==> src/rtl/csr_pkg.sv <==
// Shared definitions for the machine-mode trap sequencer: FSM states,
// CSR addresses, mstatus bit positions and the default interrupt cause.
package csr_pkg;

    typedef enum logic [2:0] {
        IDLE        = 3'd0,
        SAVE_EPC    = 3'd1,
        SAVE_CAUSE  = 3'd2,
        SAVE_STATUS = 3'd3,
        REDIRECT    = 3'd4,
        MRET        = 3'd5
    } trap_state_t;

    localparam logic [11:0] CSR_MSTATUS = 12'h300;
    localparam logic [11:0] CSR_MEPC    = 12'h341;
    localparam logic [11:0] CSR_MCAUSE  = 12'h342;

    localparam int MIE_BIT  = 3;
    localparam int MPIE_BIT = 7;

    localparam logic [31:0] IRQ_CAUSE_DEFAULT = 32'h8000_000B;

endpackage

==> src/rtl/csr_trap_ctrl.sv <==
// Trap / MRET sequencer. Owns the single CSR-file write port: in IDLE it
// forwards pipeline CSR writes; on a trap it serialises the mepc, mcause
// and mstatus updates over three cycles and then redirects fetch to mtvec.
// MRET restores MIE from MPIE and redirects to mepc in one cycle.
// The pipeline is held via stall_o for the whole sequence.
module csr_trap_ctrl
    import csr_pkg::*;
#(
    parameter int              XLEN      = 32,
    parameter logic [XLEN-1:0] IRQ_CAUSE = XLEN'(csr_pkg::IRQ_CAUSE_DEFAULT)
) (
    input  logic            clk,
    input  logic            rst,
    input  logic [XLEN-1:0] pc_i,
    input  logic            irq_i,
    input  logic            exc_i,
    input  logic [XLEN-1:0] exc_cause_i,
    input  logic            mret_i,
    input  logic [XLEN-1:0] mstatus_i,
    input  logic [XLEN-1:0] mtvec_i,
    input  logic [XLEN-1:0] mepc_i,
    input  logic            instr_csr_we_i,
    input  logic [11:0]     instr_csr_addr_i,
    input  logic [XLEN-1:0] instr_csr_wdata_i,
    output logic            csr_we_o,
    output logic [11:0]     csr_addr_o,
    output logic [XLEN-1:0] csr_wdata_o,
    output logic            stall_o,
    output logic            redirect_o,
    output logic [XLEN-1:0] redirect_pc_o
);

    trap_state_t     state;
    trap_state_t     state_next;
    logic [XLEN-1:0] epc;
    logic [XLEN-1:0] cause;
    logic            idle;
    logic            trap_take;
    logic [XLEN-1:0] status_trap;
    logic [XLEN-1:0] status_mret;

    // Trap decision and the two mstatus rewrite values.
    // Trap entry: MPIE <= MIE, MIE <= 0. Return: MIE <= MPIE, MPIE <= 1.
    always_comb begin
        idle      = (state == IDLE);
        trap_take = idle & (exc_i | (irq_i & mstatus_i[MIE_BIT]));

        status_trap           = mstatus_i;
        status_trap[MPIE_BIT] = mstatus_i[MIE_BIT];
        status_trap[MIE_BIT]  = 1'b0;

        status_mret           = mstatus_i;
        status_mret[MIE_BIT]  = mstatus_i[MPIE_BIT];
        status_mret[MPIE_BIT] = 1'b1;
    end

    // State register.
    always_ff @(posedge clk) begin
        if (rst) begin
            state <= IDLE;
        end else begin
            state <= state_next;
        end
    end

    // Capture PC and cause at the moment the trap is accepted; exceptions win over interrupts.
    always_ff @(posedge clk) begin
        if (rst) begin
            epc   <= '0;
            cause <= '0;
        end else if (trap_take) begin
            epc   <= pc_i;
            cause <= exc_i ? exc_cause_i : IRQ_CAUSE;
        end
    end

    // Next state and all outputs. Reset forces every output low so that a
    // sequence interrupted by rst issues no further write or redirect.
    always_comb begin
        state_next    = state;
        csr_we_o      = 1'b0;
        csr_addr_o    = '0;
        csr_wdata_o   = '0;
        redirect_o    = 1'b0;
        redirect_pc_o = '0;
        stall_o       = ~idle | trap_take | mret_i;

        case (state)
            IDLE: begin
                if (trap_take) begin
                    state_next = SAVE_EPC;
                end else if (mret_i) begin
                    state_next = MRET;
                end else begin
                    csr_we_o    = instr_csr_we_i;
                    csr_addr_o  = instr_csr_addr_i;
                    csr_wdata_o = instr_csr_wdata_i;
                end
            end
            SAVE_EPC: begin
                csr_we_o    = 1'b1;
                csr_addr_o  = CSR_MEPC;
                csr_wdata_o = epc;
                state_next  = SAVE_CAUSE;
            end
            SAVE_CAUSE: begin
                csr_we_o    = 1'b1;
                csr_addr_o  = CSR_MCAUSE;
                csr_wdata_o = cause;
                state_next  = SAVE_STATUS;
            end
            SAVE_STATUS: begin
                csr_we_o    = 1'b1;
                csr_addr_o  = CSR_MSTATUS;
                csr_wdata_o = status_trap;
                state_next  = REDIRECT;
            end
            REDIRECT: begin
                redirect_o    = 1'b1;
                redirect_pc_o = mtvec_i & ~XLEN'(3);
                state_next    = IDLE;
            end
            MRET: begin
                csr_we_o      = 1'b1;
                csr_addr_o    = CSR_MSTATUS;
                csr_wdata_o   = status_mret;
                redirect_o    = 1'b1;
                redirect_pc_o = mepc_i;
                state_next    = IDLE;
            end
            default: begin
                state_next = IDLE;
            end
        endcase

        if (rst) begin
            csr_we_o      = 1'b0;
            csr_addr_o    = '0;
            csr_wdata_o   = '0;
            redirect_o    = 1'b0;
            redirect_pc_o = '0;
            stall_o       = 1'b0;
        end
    end

endmodule

==> config.mk <==
export PLATFORM = sky130hd
export DESIGN_NAME = csr_trap_ctrl
export DESIGN_NICKNAME = d
export VERILOG_FILES = /design/src/rtl/csr_pkg.sv /design/src/rtl/csr_trap_ctrl.sv
export SDC_FILE = /design/constraint.sdc
export NUM_CORES = 1
export LEC_CHECK = 0
export ABC_AREA = 1
export BUFFER_PORTS_ARGS = -buffer_cell sky130_fd_sc_hd__clkbuf_2
export CORE_AREA = 10 10 112 114
export DETAILED_ROUTE_END_ITERATION = 8
export DIE_AREA = 0 0 122 124
export GPL_TIMING_DRIVEN = 0
export PLACE_DENSITY = 0.81
export RECOVER_POWER = 25
export SLEW_MARGIN = 10
export SYNTH_ARGS = -nofsm -noshare
export SYNTH_HDL_FRONTEND = slang
export SYNTH_SLANG_ARGS = --single-unit
export TNS_END_PERCENT = 50
==> constraint.sdc <==
create_clock -name clk -period 2.7 [get_ports clk]
set_input_delay 0.405 -clock clk [delete_from_list [all_inputs] [get_ports clk]]
set_output_delay 0.405 -clock clk [all_outputs]
set_load 0.01 [all_outputs]
==> flow_summary.html <==
<table>
<tr><th>Metric</th><th>Value</th></tr>
<tr><th colspan="2">Clocking</th></tr>
<tr><td>Clock transition at the register clock pins on the worst setup and hold paths after CTS</td><td>about 0.080 ns</td></tr>
<tr><td>Clock root buffer</td><td>clkbuf_8</td></tr>
<tr><td>Max clock buf depth</td><td>2</td></tr>
<tr><td>Skew-Pair Late Insertion Delay</td><td>~0.35 ns</td></tr>
<tr><td>Count of clock tree sinks</td><td>67</td></tr>
<tr><td>TritonCTS clock tree</td><td>yes</td></tr>
<tr><td>CTS Buf Count</td><td>9</td></tr>
<tr><td>Post-cts repair resize count</td><td>0</td></tr>
<tr><td>Number of levels the H-tree was split into</td><td>3</td></tr>
<tr><td>Setup repair bufs after CTS</td><td>0</td></tr>
<tr><td>Hold Buf Count CTS</td><td>0</td></tr>
<tr><th colspan="2">Yosys</th></tr>
<tr><td>Number of distinct library cells after synthesis</td><td>23</td></tr>
<tr><td>Post-synthesis cell type with the largest combined area</td><td>dfxtp_1</td></tr>
<tr><td>Dominant cell by count in the synthesized netlist</td><td>nand2_1</td></tr>
<tr><td>Yosys top cell area share</td><td>27.9%</td></tr>
<tr><td>Largest cells by area after synthesis</td><td>dfxtp_1, nand4_1, nand3_1</td></tr>
<tr><td>Predominant post-synthesis flop cell</td><td>dfxtp_1</td></tr>
<tr><td>Number of synthesis warnings</td><td>0</td></tr>
<tr><td>Async S/R FF share, synth</td><td>0%</td></tr>
<tr><td>Post-synthesis instance total</td><td>786</td></tr>
<tr><td>Mean area per synthesized cell</td><td>6.11 um2</td></tr>
<tr><td>Ranking of synthesized cells by instance count</td><td>nand2_1, nand4_1, nor2_1, nand3_1, a21oi_1</td></tr>
<tr><td>Register area share after synthesis</td><td>between 20% and 30%</td></tr>
<tr><td>Number of synthesized flops with an enable pin</td><td>0</td></tr>
<tr><td>Post-synthesis cell area</td><td>approximately 4800 um2</td></tr>
<tr><td>Number of nets in the synthesized netlist</td><td>approximately 1000</td></tr>
<tr><td>Number of storage elements in the synthesis netlist</td><td>67</td></tr>
<tr><th colspan="2">Floorplan</th></tr>
<tr><td>Initial core utilization</td><td>a little under half</td></tr>
<tr><td>Height of the chip</td><td>124 um</td></tr>
<tr><td>Row cnt</td><td>37</td></tr>
<tr><td>Die footprint</td><td>about 15000 um2</td></tr>
<tr><td>Die W</td><td>roughly 120 um</td></tr>
<tr><td>Core footprint</td><td>a little over 10000 um2</td></tr>
<tr><td>Number of placed I/O pins</td><td>~290</td></tr>
<tr><th colspan="2">Final layout</th></tr>
<tr><td>N_diodes</td><td>0</td></tr>
<tr><td>Utilization after layout</td><td>between 60 and 70%</td></tr>
<tr><td>Number of fillers in the final layout</td><td>approximately 1100</td></tr>
<tr><td>Fin nets</td><td>approximately 1300</td></tr>
<tr><td>Final cell area excluding filler cells</td><td>roughly 6600 um2</td></tr>
<tr><td>Ratio of cells with drive above 1 in the final layout</td><td>roughly a third</td></tr>
<tr><td>Synth-to-layout area growth</td><td>37.5%</td></tr>
<tr><th colspan="2">STA</th></tr>
<tr><td>Setup TNS</td><td>0 ns</td></tr>
<tr><td>Actual transition at the worst max-transition pin</td><td>0.689 ns</td></tr>
<tr><td>WHS</td><td>~0.28 ns</td></tr>
<tr><td>Unrepaired setup endpoints after global routing</td><td>no</td></tr>
<tr><td>Time the final worst path needs with I/O delays and setup</td><td>between 2 and 2.5 ns</td></tr>
<tr><td>Final number of hold-violating endpoints</td><td>0</td></tr>
<tr><td>Max Clock Freq</td><td>just over 400 MHz</td></tr>
<tr><td>Max-slew violation count</td><td>0</td></tr>
<tr><td>Final period utilization</td><td>around nine tenths</td></tr>
<tr><td>Total setup violations reported at the end of the flow</td><td>0</td></tr>
<tr><td>Slew Limit Headroom</td><td>roughly 54%</td></tr>
<tr><td>Final Skew</td><td>around 0.015 ns</td></tr>
<tr><th colspan="2">Worst setup path</th></tr>
<tr><td>Setup crit end kind</td><td>output pin</td></tr>
<tr><td>Required time of the worst setup path</td><td>roughly 2.3 ns</td></tr>
<tr><td>CP Data Arrival Time</td><td>slightly above 2 ns</td></tr>
<tr><td>Kind of critical path</td><td>in -&gt; out</td></tr>
<tr><td>Maximum net fanout on the critical path</td><td>10</td></tr>
<tr><td>Critical path startpoint category</td><td>primary input</td></tr>
<tr><th colspan="2">GRT</th></tr>
<tr><td>Pin count of the biggest net entering global routing</td><td>12</td></tr>
<tr><td>Global-route congestion overflow total</td><td>0</td></tr>
<tr><td>Global-route wire length before repair</td><td>~34 mm</td></tr>
<tr><td>Via count of the first global-routing pass</td><td>roughly 6500</td></tr>
<tr><td>Combined global-route utilization of all metal layers</td><td>approximately 28%</td></tr>
<tr><td>Number of antenna violations at the first check in global routing</td><td>0</td></tr>
<tr><th colspan="2">Place</th></tr>
<tr><td>Number of port buffers</td><td>285</td></tr>
<tr><td>Placed cell area</td><td>around 6400 um2</td></tr>
<tr><td>Routability Congestion</td><td>roughly 0.97</td></tr>
<tr><td>Detailed Place HPWL</td><td>18.3 mm</td></tr>
<tr><th colspan="2">Routing</th></tr>
<tr><td>Via count</td><td>just under 7000</td></tr>
<tr><td>Sum of routed wire length over all layers</td><td>23.0 mm</td></tr>
<tr><td>Post-route ant nets</td><td>0</td></tr>
<tr><td>Residual DRC</td><td>0</td></tr>
<tr><td>DRC violation total after the first TritonRoute iteration</td><td>between 500 and 600</td></tr>
<tr><td>First-pass detailed-route iteration total</td><td>5</td></tr>
<tr><td>Routed wire length per instance</td><td>18.8 um</td></tr>
<tr><td>Via density</td><td>between 5 and 6</td></tr>
<tr><th colspan="2">Run status</th></tr>
<tr><td>Outcome</td><td>finished, final reports clean</td></tr>
<tr><th colspan="2">Worst hold path</th></tr>
<tr><td>Hold Crit Class</td><td>in -&gt; reg</td></tr>
<tr><th colspan="2">Job</th></tr>
<tr><td>Maximum capacitance violations</td><td>0</td></tr>
<tr><th colspan="2">Power</th></tr>
<tr><td>Worst supply voltage drop on vdd</td><td>about 0.3 mV</td></tr>
<tr><td>Power per cell area</td><td>~520 nW/um2</td></tr>
<tr><td>Leakage</td><td>roughly 3.2 nW</td></tr>
</table>
==> cells in the final DEF, fill, tap and decap left out, drive strengths merged <==
cell,Yosys,routed
buf,57,53
dfxtp,67,67
nand4,121,121
nand3,102,102
clkinv,0,2
clkbuf,33,334
nor3b,2,2
nand2,135,135
o21ai,37,37
nor2,120,120
nor3,5,5
bufinv,0,2
inv,11,11
a21oi,96,96
==> critical path, stage by stage <==
cell and delay [ns]:
clkbuf_2 0.08, inv_1 0.07, clkbuf_1 0.53, buf_1 0.49, nand3_1 0.17, a21oi_1 0.16, clkbuf_2 0.16
==> metal layers <==
metal,vias to the layer above,wire length (um),track usage (%)
li1,3354,-,-
met1,3099,8990,32.8
met2,348,11300,49.6
met3,40,2150,7.19
met4,0,602,8.64
met5,-,0,0
==> per-stage QoR <==
step,cells,total power [mW],worst slack (ns)
floorplan,786,1.98,0.928
CTS,1223,3.41,0.244
detailed placement,1207,2.48,0.276
finish,1223,3.43,0.229
global route,1223,3.60,0.0493
global placement,1207,2.46,0.273
==> where the power goes <==
part | switching, mW | internal (mW)
clock | 0.406 | 0.547
sequential | 0.0667 | 1.11
combinational | 0.854 | 0.442
==> state kept, by name, indices dropped and copies added (netlist names) <==
name	flops
state	3
epc	32
cause	32
==> path summary, 6_finish.rpt <==
check                                             from                endpoint  slack [ns]  depth (start not counted)
worst max-delay path                            mret_i           csr_addr_o[0]        0.23                          7
worst min-delay path                   exc_cause_i[22]  cause[22]$_SDFFE_PP0P_        0.28                          3
worst max register to register   state[2]$_SDFFE_PP0P_   cause[0]$_SDFFE_PP0P_        0.73                          8
worst min register to register  cause[26]$_SDFFE_PP0P_  cause[26]$_SDFFE_PP0P_        0.47                          2
==> final cells by class <==
type	count	area (um2)	share of cell area, %
Buffer	90	429	6.49
Clock buffer	12	145	2.20
Clock inverter	4	73.8	1.12
Inverter	11	41.3	0.625
Multi-Input combinational cell	618	2980	45.1
Sequential cell	67	1340	20.3
Tap cell	136	170	2.58
Timing Repair Buffer	285	1430	21.6
==> cells by family after synthesis <==
family	Yosys count	synth area share, %
compound gates	133	14.1
buf+inv	101	10.0
flops	67	27.9
simple gates	485	48.0
Power figures use the tool's default switching activity.
